[src/rtl/riscv_ctrl_pkg.sv]
// Shared encodings for the RV32I multicycle sequencer: opcodes, FSM states,
// ALU operation selects and trap causes.
package riscv_ctrl_pkg;

    localparam logic [6:0] OP_RTYPE  = 7'b0110011;
    localparam logic [6:0] OP_ADDI   = 7'b0010011;
    localparam logic [6:0] OP_LOAD   = 7'b0000011;
    localparam logic [6:0] OP_STORE  = 7'b0100011;
    localparam logic [6:0] OP_BRANCH = 7'b1100011;

    typedef enum logic [2:0] {
        S_IDLE   = 3'd0,
        S_FETCH  = 3'd1,
        S_DECODE = 3'd2,
        S_EXEC   = 3'd3,
        S_MEM    = 3'd4,
        S_WB     = 3'd5,
        S_TRAP   = 3'd6
    } state_t;

    typedef enum logic [1:0] {
        ALU_ADD   = 2'b00,
        ALU_SUB   = 2'b01,
        ALU_FUNCT = 2'b10
    } alu_op_t;

    typedef enum logic [1:0] {
        CAUSE_NONE    = 2'b00,
        CAUSE_ILLEGAL = 2'b01,
        CAUSE_IMEM_TO = 2'b10,
        CAUSE_DMEM_TO = 2'b11
    } cause_t;

    function automatic logic is_legal(input logic [6:0] op);
        return (op == OP_RTYPE) || (op == OP_ADDI) || (op == OP_LOAD) ||
               (op == OP_STORE) || (op == OP_BRANCH);
    endfunction

endpackage

[src/rtl/mem_wait_timer.sv]
// Counts consecutive ready-less wait cycles; expire flags the TIMEOUT-th wait.
// TIMEOUT of 0 disables expiry entirely.
module mem_wait_timer #(
    parameter int TIMEOUT = 16
)(
    input  logic clk,
    input  logic rst,
    input  logic clear,
    input  logic wait_cyc,
    output logic expire
);

    localparam int W = (TIMEOUT < 2) ? 1 : $clog2(TIMEOUT);
    localparam logic [W-1:0] LIMIT = W'(TIMEOUT - 1);

    logic [W-1:0] cnt;

    always_ff @(posedge clk or posedge rst) begin
        if (rst)
            cnt <= '0;
        else if (clear)
            cnt <= '0;
        else if (wait_cyc && cnt != LIMIT)
            cnt <= cnt + 1'b1;
    end

    // cnt holds the number of waits already seen, so LIMIT means this is the last one
    assign expire = (TIMEOUT != 0) && (cnt == LIMIT);

endmodule

[src/rtl/multicycle_ctrl.sv]
// Multicycle control sequencer: FETCH/DECODE/EXEC/MEM/WB with memory ready
// handshakes, wait watchdog, sticky trap and retired-instruction counter.
module multicycle_ctrl
    import riscv_ctrl_pkg::*;
#(
    parameter int TIMEOUT = 16,
    parameter int CNT_W   = 32
)(
    input  logic             clk,
    input  logic             reset,
    input  logic [6:0]       opcode,
    input  logic             alu_zero,
    input  logic             imem_ready,
    input  logic             dmem_ready,
    output logic             imem_req,
    output logic             ir_write,
    output logic             pc_write,
    output logic             pc_src,
    output logic             alu_src,
    output logic [1:0]       alu_op,
    output logic             mem_read,
    output logic             mem_write,
    output logic             mem_to_reg,
    output logic             reg_write,
    output logic             branch,
    output logic             retire,
    output logic [CNT_W-1:0] instret,
    output logic             trap,
    output logic [1:0]       trap_cause,
    output logic [2:0]       state
);

    state_t  st, st_nx;
    cause_t  cause_q, cause_nx;
    alu_op_t aop;
    logic    waiting, expire, timer_clr;

    assign waiting   = (st == S_FETCH && !imem_ready) || (st == S_MEM && !dmem_ready);
    assign timer_clr = (st_nx != st);

    mem_wait_timer #(.TIMEOUT(TIMEOUT)) u_timer (
        .clk      (clk),
        .rst      (reset),
        .clear    (timer_clr),
        .wait_cyc (waiting),
        .expire   (expire)
    );

    always_ff @(posedge clk or posedge reset) begin
        if (reset) begin
            st      <= S_IDLE;
            cause_q <= CAUSE_NONE;
            instret <= '0;
        end else begin
            st      <= st_nx;
            cause_q <= cause_nx;
            if (retire)
                instret <= instret + CNT_W'(1);
        end
    end

    always_comb begin
        st_nx      = st;
        cause_nx   = cause_q;
        imem_req   = 1'b0;
        ir_write   = 1'b0;
        pc_write   = 1'b0;
        pc_src     = 1'b0;
        alu_src    = 1'b0;
        aop        = ALU_ADD;
        mem_read   = 1'b0;
        mem_write  = 1'b0;
        mem_to_reg = 1'b0;
        reg_write  = 1'b0;
        branch     = 1'b0;
        retire     = 1'b0;
        trap       = 1'b0;
        case (st)
            S_IDLE: st_nx = S_FETCH;
            S_FETCH: begin
                imem_req = 1'b1;
                if (imem_ready) begin
                    ir_write = 1'b1;
                    pc_write = 1'b1;
                    st_nx    = S_DECODE;
                end else if (expire) begin
                    st_nx    = S_TRAP;
                    cause_nx = CAUSE_IMEM_TO;
                end
            end
            S_DECODE: begin
                if (is_legal(opcode)) begin
                    st_nx = S_EXEC;
                end else begin
                    st_nx    = S_TRAP;
                    cause_nx = CAUSE_ILLEGAL;
                end
            end
            S_EXEC: begin
                case (opcode)
                    OP_RTYPE: begin
                        aop   = ALU_FUNCT;
                        st_nx = S_WB;
                    end
                    OP_ADDI: begin
                        alu_src = 1'b1;
                        aop     = ALU_FUNCT;
                        st_nx   = S_WB;
                    end
                    OP_LOAD, OP_STORE: begin
                        alu_src = 1'b1;
                        st_nx   = S_MEM;
                    end
                    OP_BRANCH: begin
                        aop      = ALU_SUB;
                        branch   = 1'b1;
                        pc_write = alu_zero;
                        pc_src   = 1'b1;
                        retire   = 1'b1;
                        st_nx    = S_FETCH;
                    end
                    // opcode changed under us after DECODE: treat as illegal
                    default: begin
                        st_nx    = S_TRAP;
                        cause_nx = CAUSE_ILLEGAL;
                    end
                endcase
            end
            S_MEM: begin
                alu_src   = 1'b1;
                mem_read  = (opcode == OP_LOAD);
                mem_write = (opcode == OP_STORE);
                if (dmem_ready) begin
                    if (opcode == OP_LOAD) begin
                        st_nx = S_WB;
                    end else begin
                        retire = 1'b1;
                        st_nx  = S_FETCH;
                    end
                end else if (expire) begin
                    st_nx    = S_TRAP;
                    cause_nx = CAUSE_DMEM_TO;
                end
            end
            S_WB: begin
                reg_write  = 1'b1;
                mem_to_reg = (opcode == OP_LOAD);
                retire     = 1'b1;
                st_nx      = S_FETCH;
            end
            S_TRAP: trap = 1'b1;
            default: st_nx = S_IDLE;
        endcase
    end

    assign alu_op     = aop;
    assign trap_cause = cause_q;
    assign state      = st;

endmodule

[config.mk]
export PLATFORM = sky130hd
export DESIGN_NAME = multicycle_ctrl
export DESIGN_NICKNAME = d
export VERILOG_FILES = /design/src/rtl/riscv_ctrl_pkg.sv /design/src/rtl/mem_wait_timer.sv /design/src/rtl/multicycle_ctrl.sv
export SDC_FILE = /design/constraint.sdc
export NUM_CORES = 1
export LEC_CHECK = 0
export CORE_UTILIZATION = 53
export CTS_CLUSTER_SIZE = 30
export DETAILED_ROUTE_END_ITERATION = 8
export GPL_TIMING_DRIVEN = 0
export PLACE_DENSITY_LB_ADDON = 0.25
export SYNTH_ARGS = -nofsm -noshare
export SYNTH_HDL_FRONTEND = slang
export SYNTH_SLANG_ARGS = --single-unit
[constraint.sdc]
create_clock -name clk -period 4 [get_ports clk]
set_input_delay 1.2 -clock clk [delete_from_list [all_inputs] [get_ports clk]]
set_output_delay 1.2 -clock clk [all_outputs]
set_load 0.05 [all_outputs]
==> flow_summary.yaml, run 1 <==
setup_path:
  crit_required_ns: 2.80
  crit_family: "buffers and inverters"
  cp-end-kind: "output port"
  cpMostUsedCell: "clkdlybuf4s50_1"
  cp_max_fo: 6
  ff2ff_setup_slack_ns: 1.89
  reg2reg_to: "instret[5]$_DFFE_PP0P_"
  cp_cell_sequence: "clkdlybuf4s50_1, and2_1, clkdlybuf4s50_1"
  rr_worst_depth: 8
  slowest_stage: "clkdlybuf4s50_1"
  arrival_ns: 2.72
  slowest_delay_ns: 0.80
  crit_buf_inv: 2
  worstSetupStartpointType: "primary input"
  r2r_start: "state[2]$_DFF_PP0_"
  path_class: "primary input to output port"
sta:
  rsz0062_at_grt: "false"
  setup_ws_ns: 0.0750
  finalSetupViolCount: 0
  max_freq_ghz: 0.255
  slew_headroom_pct: 43.9
  skew_ns: 0.00823
  drv_slew: 0
  hold_slack_ns: 0.486
  hold_violations: 0
  fin_crit_sh_pct: 98.1
  fin_crit_ns: 3.92
  worstMarginPinSlew_ns: 0.840
synth:
  synth-async-reset-ratio_pct: 100
  ys_seq_elements: 41
  ys_seq_area_share_pct: 42.5
  synth_area_leaders: "dfrtp_1 (42%), xor2_1 (7.3%), xnor2_1 (5.1%)"
  synth.top_cells.by_count: "dfrtp_1 (41), xor2_1 (20), nor3_1 (16)"
  yosysWarningCount: 0
  synth_cell_type_count: 50
  synth_edf_count: 0
  netlist_instances: 234
  synth_most_common_cell: "dfrtp_1"
  synth_top_area_cell: "dfrtp_1"
  synth_nets: 248
  syn-cell-area_sq_um: 2420
  synth-main-ff-cell: "dfrtp_1"
  synth_top_area_share_pct: 42.5
  avgSynthCellArea_sq_um: 10.3
power:
  p_leak_nw: 1.47
  vdd_ir_drop_max_mv: 0.465
  power.density_nw_per_um2: 502
clock_tree:
  clkTransAtPathRegs_ns: 0.08
  numCtsBuffers: 5
  htree_levels: 2
  clk_latency_ns: 0.29
  clockBufferDepth: 2
  tritoncts: "built"
  ctsHoldBuffers: 0
  cts_sinks: 41
  cts-root-buf: "clkbuf_8"
floorplanning:
  io_pins: 63
  die_w_um: 69.5
  dieArea_sq_um: 4830
  die_y_um: 69.5
  core_sq_um: 4350
  initial_core_util_pct: 55.5
  std_cell_rows: 24
placement:
  dp_hpwl_um: 3780
  port_buffers: 62
  post_dp_cell_area_sq_um: 3110
  place_inst: 348
  place_ws_ns: -0.775
  finalWeightedCongestion: 0.885
global_route:
  antenna_found_initial: 0
  grt_pass1_vias: 1913
  grt_busiest_layer: "met2"
  track_usage_pct: 23.0
  grtUsageMet3_pct: 4.65
  overflow: 0
  grt_use_met2_pct: 39.8
  use_met1_pct: 29.7
  grt_pass1_wl_um: 8950
  grt_max_degree: 42
final_layout:
  n_fill_cell: 333
  drive_gt1_share_pct: 15.7
  area.sequential_sq_um: 1030
  syn_to_final_growth_pct: 33.4
  final_cell_area_sq_um: 3220
  diodes: 0
  nNetsFinal: 320
  multi_input_area_sq_um: 1310
  instances_no_fill: 358
hold_path:
  hp-start: "instret[31]$_DFFE_PP0P_"
  min_path_cells: 1
  hold_path_end: "instret[31]$_DFFE_PP0P_"
  hold_path_class: "register to register"
run:
  drv_cap: 0
route:
  first_pass_iters: 4
  routedWlPerCell_um: 14.7
  first_iter_violations: 168
  num_vias: 2063
  drc: 0
  routed_wl_um: 5260
  drtAntennaViolNets: 0
  vias_per_cell: 5.76
status:
  status: "finished, final reports clean"
## power breakdown
| part | switching [W] | internal [W] |
|---|---|---|
| Combinational | 0.000518 | 0.000306 |
| Clock | 0.000142 | 0.000121 |
| Sequential | 0.0000679 | 0.000463 |
| Total | 0.000728 | 0.000890 |
## metal layers
metal	part of all wire, %	wire length [um]	vias up
li1	-	-	989
met1	45	2350	1008
met2	50	2600	62
met3	5.1	266	4
met4	0.80	42	0
met5	0	0	-
## metrics by stage
stage                     power [W]  TNS [ns]  utilization (%)
after floorplan             0.00111   -0.0115                -
after global placement      0.00133     -5.14             71.4
after detailed placement    0.00134     -5.33             71.4
after CTS                   0.00162         0             73.9
after global routing        0.00170         0             74.0
final                       0.00162         0             74.0
## cell usage in the layout (no fill, tap or decap), types with 3 or more instances in the layout
cell type         n
nor3b_1           3
inv_1            11
nand3_1          11
dlygate4sd2_1     9
xor2_1           20
nand4_1          11
and3_1            4
and4_1            3
clkdlybuf4s50_1  45
a211o_1           3
a211oi_1          4
nand2b_1          5
xnor2_1          14
buf_2             4
nor3_1           15
nand2_1          14
o21ai_0           3
nor2_1           12
clkbuf_8          5
and2_1            3
nor4_2            6
dfrtp_1          41
buf_4             7
## registers in the layout, summed over array words and instances, names as in the netlist
name / cells
instret: 32
state: 3
trap_cause: 2
u_timer.cnt: 4
## layout make-up
| class | instances | share of cell area, % |
|---|---|---|
| flip-flops and latches | 41 | 31.8 |
| clock inverters | 1 | 0.272 |
| clock buffers | 6 | 2.25 |
| repair buffers | 65 | 19.7 |
| inverters | 13 | 1.59 |
| plain buffers | 8 | 1.83 |
| multi-input cells | 172 | 40.5 |
| well taps | 52 | 2.02 |
## kinds of logic (layout without fill, tap and decap cells)
group	after synthesis	after routing	share of synthesized area (%)
AO/OA/AOI/OAI	27	27	9.43
XOR/XNOR	34	34	12.3
adder cells (fa/ha/maj)	2	2	1.04
buffers and inverters	21	93	4.45
flip-flops	41	41	42.5
multiplexers	3	3	1.29
AND/OR/NAND/NOR	106	106	29.0
## how the worst max path moves through the flow
stage                     startpoint    endpoint  depth (start not counted)
final                     imem_ready    ir_write                          3
after global routing      imem_ready    ir_write                          3
after CTS                  opcode[5]    pc_write                          6
after detailed placement   opcode[4]    pc_write                          6
after global placement     opcode[1]    pc_write                          6
after floorplan            opcode[2]  mem_to_reg                          3
## timing repair
action / in CTS / in global routing
pin swaps: 3 / 0
resized for setup: 51 / 1
cloned: 0 / 0
setup endpoints to repair: 10 / 4
setup buffers: 3 / 0
Note: power is estimated with default switching activity, not from simulation.
==> run 2: changes to the inputs <==
SETUP_SLACK_MARGIN = 0.2   (was unset)
==> flow_summary.yaml, run 2 (synthesized netlist as in run 1, its figures left out) <==
route:
  drtAntennaViolNets: 0
  num_vias: 2043
  first_iter_violations: 124
  drc: 0
  routedWlPerCell_um: 14.9
  first_pass_iters: 4
  vias_per_cell: 5.69
  routed_wl_um: 5360
setup_path:
  r2r_start: "state[1]$_DFF_PP0_"
  cp_max_fo: 4
  cp_num_cells: 6
  arrival_ns: 2.54
  worstSetupStartpointType: "primary input"
  path_class: "primary input to output port"
  reg2reg_to: "u_timer.cnt[2]$_DFFE_PP0P_"
  crit_family: "simple AND/OR/NAND/NOR gates"
  cp_cell_sequence: "clkbuf_2, nand4bb_4, or4_4, clkinvlp_4, a41o_2, buf_8"
  startpoint: "opcode[2]"
  cp-end-kind: "output port"
  timing.critical_path.to: "pc_write"
  rr_worst_depth: 6
  slowest_delay_ns: 0.55
  ff2ff_setup_slack_ns: 1.93
  crit_buf_inv: 3
  slowest_stage: "or4_4"
  crit_required_ns: 2.80
hold_path:
  hold_path_class: "register to register"
  min_path_cells: 1
placement:
  place_inst: 348
  finalWeightedCongestion: 0.852
  dp_hpwl_um: 3880
  port_buffers: 62
sta:
  finalSetupViolCount: 0
  fin_crit_sh_pct: 93.4
  hold_violations: 0
  skew_ns: 0.00620
  rsz0062_at_grt: "false"
  fin_crit_ns: 3.74
  slew_headroom_pct: 44.2
  drv_slew: 0
  worstMarginPinSlew_ns: 0.836
  hold_slack_ns: 0.468
  max_freq_ghz: 0.268
floorplanning:
  core_sq_um: 4350
  std_cell_rows: 24
  dieArea_sq_um: 4830
  die_w_um: 69.5
  initial_core_util_pct: 55.5
  die_y_um: 69.5
  io_pins: 63
final_layout:
  diodes: 0
  nNetsFinal: 320
  final_common_cell: "clkdlybuf4s50_1"
  layout_common_cells: "clkdlybuf4s50_1 (44), dfrtp_1 (41), xor2_1 (20)"
  regMostFlops: "instret"
  drive_gt1_share_pct: 20.5
  largest_reg_flops: 32
  instances_no_fill: 359
  syn_to_final_growth_pct: 33.4
  n_fill_cell: 335
run:
  drv_cap: 0
clock_tree:
  clkTransAtPathRegs_ns: 0.08
  clockBufferDepth: 2
  cts_sinks: 41
  tritoncts: "built"
  ctsHoldBuffers: 0
  htree_levels: 2
  clk_latency_ns: 0.29
  numCtsBuffers: 5
  cts-root-buf: "clkbuf_8"
power:
  seqPwrFrac_pct: 32.9
  p_switching_w: 0.000738
  combPwrFrac_pct: 50.6
  p_int_w: 0.000880
  pwr-share-clk_pct: 16.5
  vdd_ir_drop_max_mv: 0.478
  p_sw_share_pct: 45.6
  power.density_nw_per_um2: 502
  p_leak_nw: 1.44
global_route:
  grt_pass1_vias: 1968
  grt_pass1_wl_um: 9360
  grt_max_degree: 42
  track_usage_pct: 23.8
  overflow: 0
  antenna_found_initial: 0
status:
  status: "finished, final reports clean"
[run 2: cell types whose count changed in the layout (fill, tap and decap cells not counted), sizes merged, moves of 2 or more]
| cell | delta |
|---|---|
| clkbuf | +6 |
| clkinvlp | +2 |
| clkdlybuf4s15 | +2 |
| dlygate4sd2 | -8 |
[run 2: timing repair]
item | 4_1_cts | 5_1_grt
buffers inserted | 3 | 0
gates resized for setup | 63 | 13
endpoints found under the setup margin | 11 | 9
pin swaps | 4 | 3
[run 2: final cells by class]
cell class              instances  area [sq um]  area share (%)
plain buffers                   8          58.8            1.82
clock buffers                   5          68.8            2.14
clock inverters                 3          17.5           0.543
inverters                      13          52.6            1.63
multi-input cells             172          1320            41.1
flip-flops and latches         41          1030            31.8
well taps                      52          65.1            2.02
repair buffers                 65           611            18.9
[run 2: routing by layer]
layer | GRT usage, % | share of wire [%] | vias up | wire, um
met1 | 32.3 | 43 | 960 | 2320
met4 | 5.44 | 0.99 | 0 | 53
met5 | 0 | 0 | - | 0
met2 | 39.5 | 51 | 72 | 2710
li1 | - | - | 1001 | -
met3 | 4.65 | 5.1 | 10 | 271
[run 2: per-stage QoR]
step	setup slack (ns)	utilization (%)	power, W	setup TNS, ns	instance area, sq um
4_1_cts	0.0883	74.7	0.00162	0	3250
3_3_place_gp	-0.768	71.8	0.00133	-5.45	3130
3_5_place_dp	-0.792	71.8	0.00135	-5.71	3130
5_1_grt	0.218	74.0	0.00171	0	3220
2_1_floorplan	0.155	-	0.00111	0	2440
6_report	0.264	74.0	0.00162	0	3220
[run 2: worst min-delay path by stage]
stage,to,from,slack (ns)
2_1_floorplan,u_timer.cnt[3]$_DFFE_PP0P_,u_timer.cnt[3]$_DFFE_PP0P_,0.55
3_3_place_gp,instret[31]$_DFFE_PP0P_,instret[31]$_DFFE_PP0P_,0.46
3_5_place_dp,instret[31]$_DFFE_PP0P_,instret[31]$_DFFE_PP0P_,0.46
4_1_cts,instret[31]$_DFFE_PP0P_,instret[31]$_DFFE_PP0P_,0.47
5_1_grt,instret[31]$_DFFE_PP0P_,instret[31]$_DFFE_PP0P_,0.50
6_report,instret[31]$_DFFE_PP0P_,instret[31]$_DFFE_PP0P_,0.47
[run 2: power by group through the flow]
stage	registers, W	logic (W)	clock network [W]
after floorplan	0.000674	0.000440	0
after global placement	0.000537	0.000796	0
after detailed placement	0.000540	0.000808	0
after CTS	0.000532	0.000819	0.000268
after global routing	0.000541	0.000873	0.000292
final	0.000532	0.000818	0.000268
[run 2: worst register-to-register path, delay by kind of cell (launching register included)]
family / cells / cell delay (ns)
AO/OA/AOI/OAI: 3 / 0.75
flip-flops: 1 / 0.52
buffers and inverters: 2 / 0.52
AND/OR/NAND/NOR: 1 / 0.19
==> run 3: changes to the inputs <==
CORE_MARGIN = 10   (was unset)
CORE_UTILIZATION = 49   (was 53)
clock period = 3.7 ns   (was 4 ns; I/O delays follow)
==> flow_summary.yaml, run 3 (synthesized netlist as in run 1, its figures left out) <==
floorplanning:
  dieArea_sq_um: 8140
  std_cell_rows: 25
  initial_core_util_pct: 50.8
  die_w_um: 90.2
  die_y_um: 90.2
  core_sq_um: 4750
  io_pins: 63
sta:
  worstMarginPinSlew_ns: 0.848
  fin_crit_sh_pct: 96.2
  drv_slew: 0
  finalSetupViolCount: 0
  setup_ws_ns: 0.142
  hold_violations: 0
  rsz0062_at_grt: "true"
  max_freq_ghz: 0.281
  fin_crit_ns: 3.56
  slew_headroom_pct: 43.4
  skew_ns: 0.00743
  hold_slack_ns: 0.482
setup_path:
  cp_cell_sequence: "buf_6, nand4bb_4, or4_4, clkinvlp_4, a41o_2, buf_8"
  crit_required_ns: 2.59
  path_class: "primary input to output port"
  arrival_ns: 2.45
  worstSetupStartpointType: "primary input"
  cp-end-kind: "output port"
  slowest_stage: "or4_4"
  cp_max_fo: 4
  slowest_delay_ns: 0.55
hold_path:
  hold_path_class: "register to register"
final_layout:
  nNetsFinal: 328
  syn_to_final_growth_pct: 36.9
  largest_reg_flops: 32
  drive_gt1_share_pct: 22.9
  diodes: 0
  final_cell_area_sq_um: 3310
  regMostFlops: "instret"
  final_common_cell: "clkdlybuf4s50_1"
  layout_common_cells: "clkdlybuf4s50_1 (43), dfrtp_1 (41), xor2_1 (20)"
  n_fill_cell: 415
placement:
  port_buffers: 62
  dp_hpwl_um: 4590
  post_dp_cell_area_sq_um: 3150
  place_ws_ns: -0.941
  finalWeightedCongestion: 0.849
route:
  num_vias: 2108
  routedWlPerCell_um: 16.4
  vias_per_cell: 5.53
  first_iter_violations: 78
  first_pass_iters: 4
  drc: 0
  drtAntennaViolNets: 0
  routed_wl_um: 6250
power:
  p_total_w: 0.00182
  power.density_nw_per_um2: 549
  vdd_ir_drop_max_mv: 0.502
  p_leak_nw: 1.50
global_route:
  track_usage_pct: 15.3
  grt_max_degree: 42
  antenna_found_initial: 0
  overflow: 0
  grt_pass1_vias: 2182
  grt_pass1_wl_um: 10600
clock_tree:
  numCtsBuffers: 5
  clkTransAtPathRegs_ns: 0.08
  tritoncts: "built"
  cts_sinks: 41
  ctsHoldBuffers: 0
  cts-root-buf: "clkbuf_8"
  clockBufferDepth: 2
  clk_latency_ns: 0.29
  htree_levels: 2
run:
  drv_cap: 0
status:
  status: "finished, final reports clean"
==> run 3: cell types whose count changed in the layout (fill, tap and decap cells not counted), sizes merged <==
cell	before	now
clkdlybuf4s50	44	43
dlygate4sd2	1	0
clkinv	2	0
dlymetal6s2s	0	1
clkdlybuf4s15	4	1
buf	16	29
==> run 3: layer usage <==
| layer | wire length (um) | up-vias | global-route usage (%) |
|---|---|---|---|
| met4 | 67 | 0 | 3.85 |
| met3 | 473 | 7 | 5.90 |
| li1 | - | 1005 | - |
| met1 | 2470 | 1020 | 16.7 |
| met2 | 3240 | 76 | 26.9 |
| met5 | 0 | - | 0 |
==> run 3: what timing repair did <==
item,4_1_cts,5_1_grt
setup endpoints to repair,11,11
gates cloned,0,0
resized for setup,76,14
pin swaps,5,5
setup buffers,10,1
==> run 3: area by class of cell <==
class / count / area [sq um] / share of cell area (%)
plain buffers: 8 / 62.6 / 1.89
clock buffers: 6 / 82.6 / 2.50
clock inverters: 1 / 7.51 / 0.227
inverters: 13 / 52.6 / 1.59
multi-input cells: 172 / 1330 / 40.3
flip-flops and latches: 41 / 1030 / 31.0
well taps: 67 / 83.8 / 2.53
repair buffers: 73 / 661 / 20.0
==> run 3: path summary, 6_finish.rpt <==
kind | startpoint | end | slack (ns) | cells past startpoint
min | instret[31]$_DFFE_PP0P_ | instret[31]$_DFFE_PP0P_ | 0.48 | 1
min in group asynchronous | reset | instret[15]$_DFFE_PP0P_ | 1.31 | 2
max in group asynchronous | reset | instret[21]$_DFFE_PP0P_ | 1.86 | 2
max reg2reg | state[2]$_DFF_PP0_ | instret[26]$_DFFE_PP0P_ | 1.54 | 9
max | opcode[2] | pc_write | 0.14 | 6
min reg2reg | instret[31]$_DFFE_PP0P_ | instret[31]$_DFFE_PP0P_ | 0.48 | 1
==> run 3: worst max-delay path: cells and delay by family <==
family	cells	cell delay, ns
simple gates	2	0.77
compound gates	1	0.21
buf+inv	3	0.35
==> run 3: power by group <==
part / internal, W / leakage, nW / switching, W
clock: 0.000147 / 0.0433 / 0.000150
combinational: 0.000348 / 0.915 / 0.000595
sequential: 0.000501 / 0.542 / 0.0000741
==> run 3: metrics by stage <==
| step | cells | setup TNS [ns] | utilization (%) |
|---|---|---|---|
| global placement | 363 | -6.70 | 66.2 |
| CTS | 380 | 0 | 70.0 |
| detailed placement | 363 | -7.12 | 66.2 |
| finish | 381 | 0 | 69.6 |
| floorplan | 234 | 0 | - |
| global route | 381 | 0 | 69.6 |
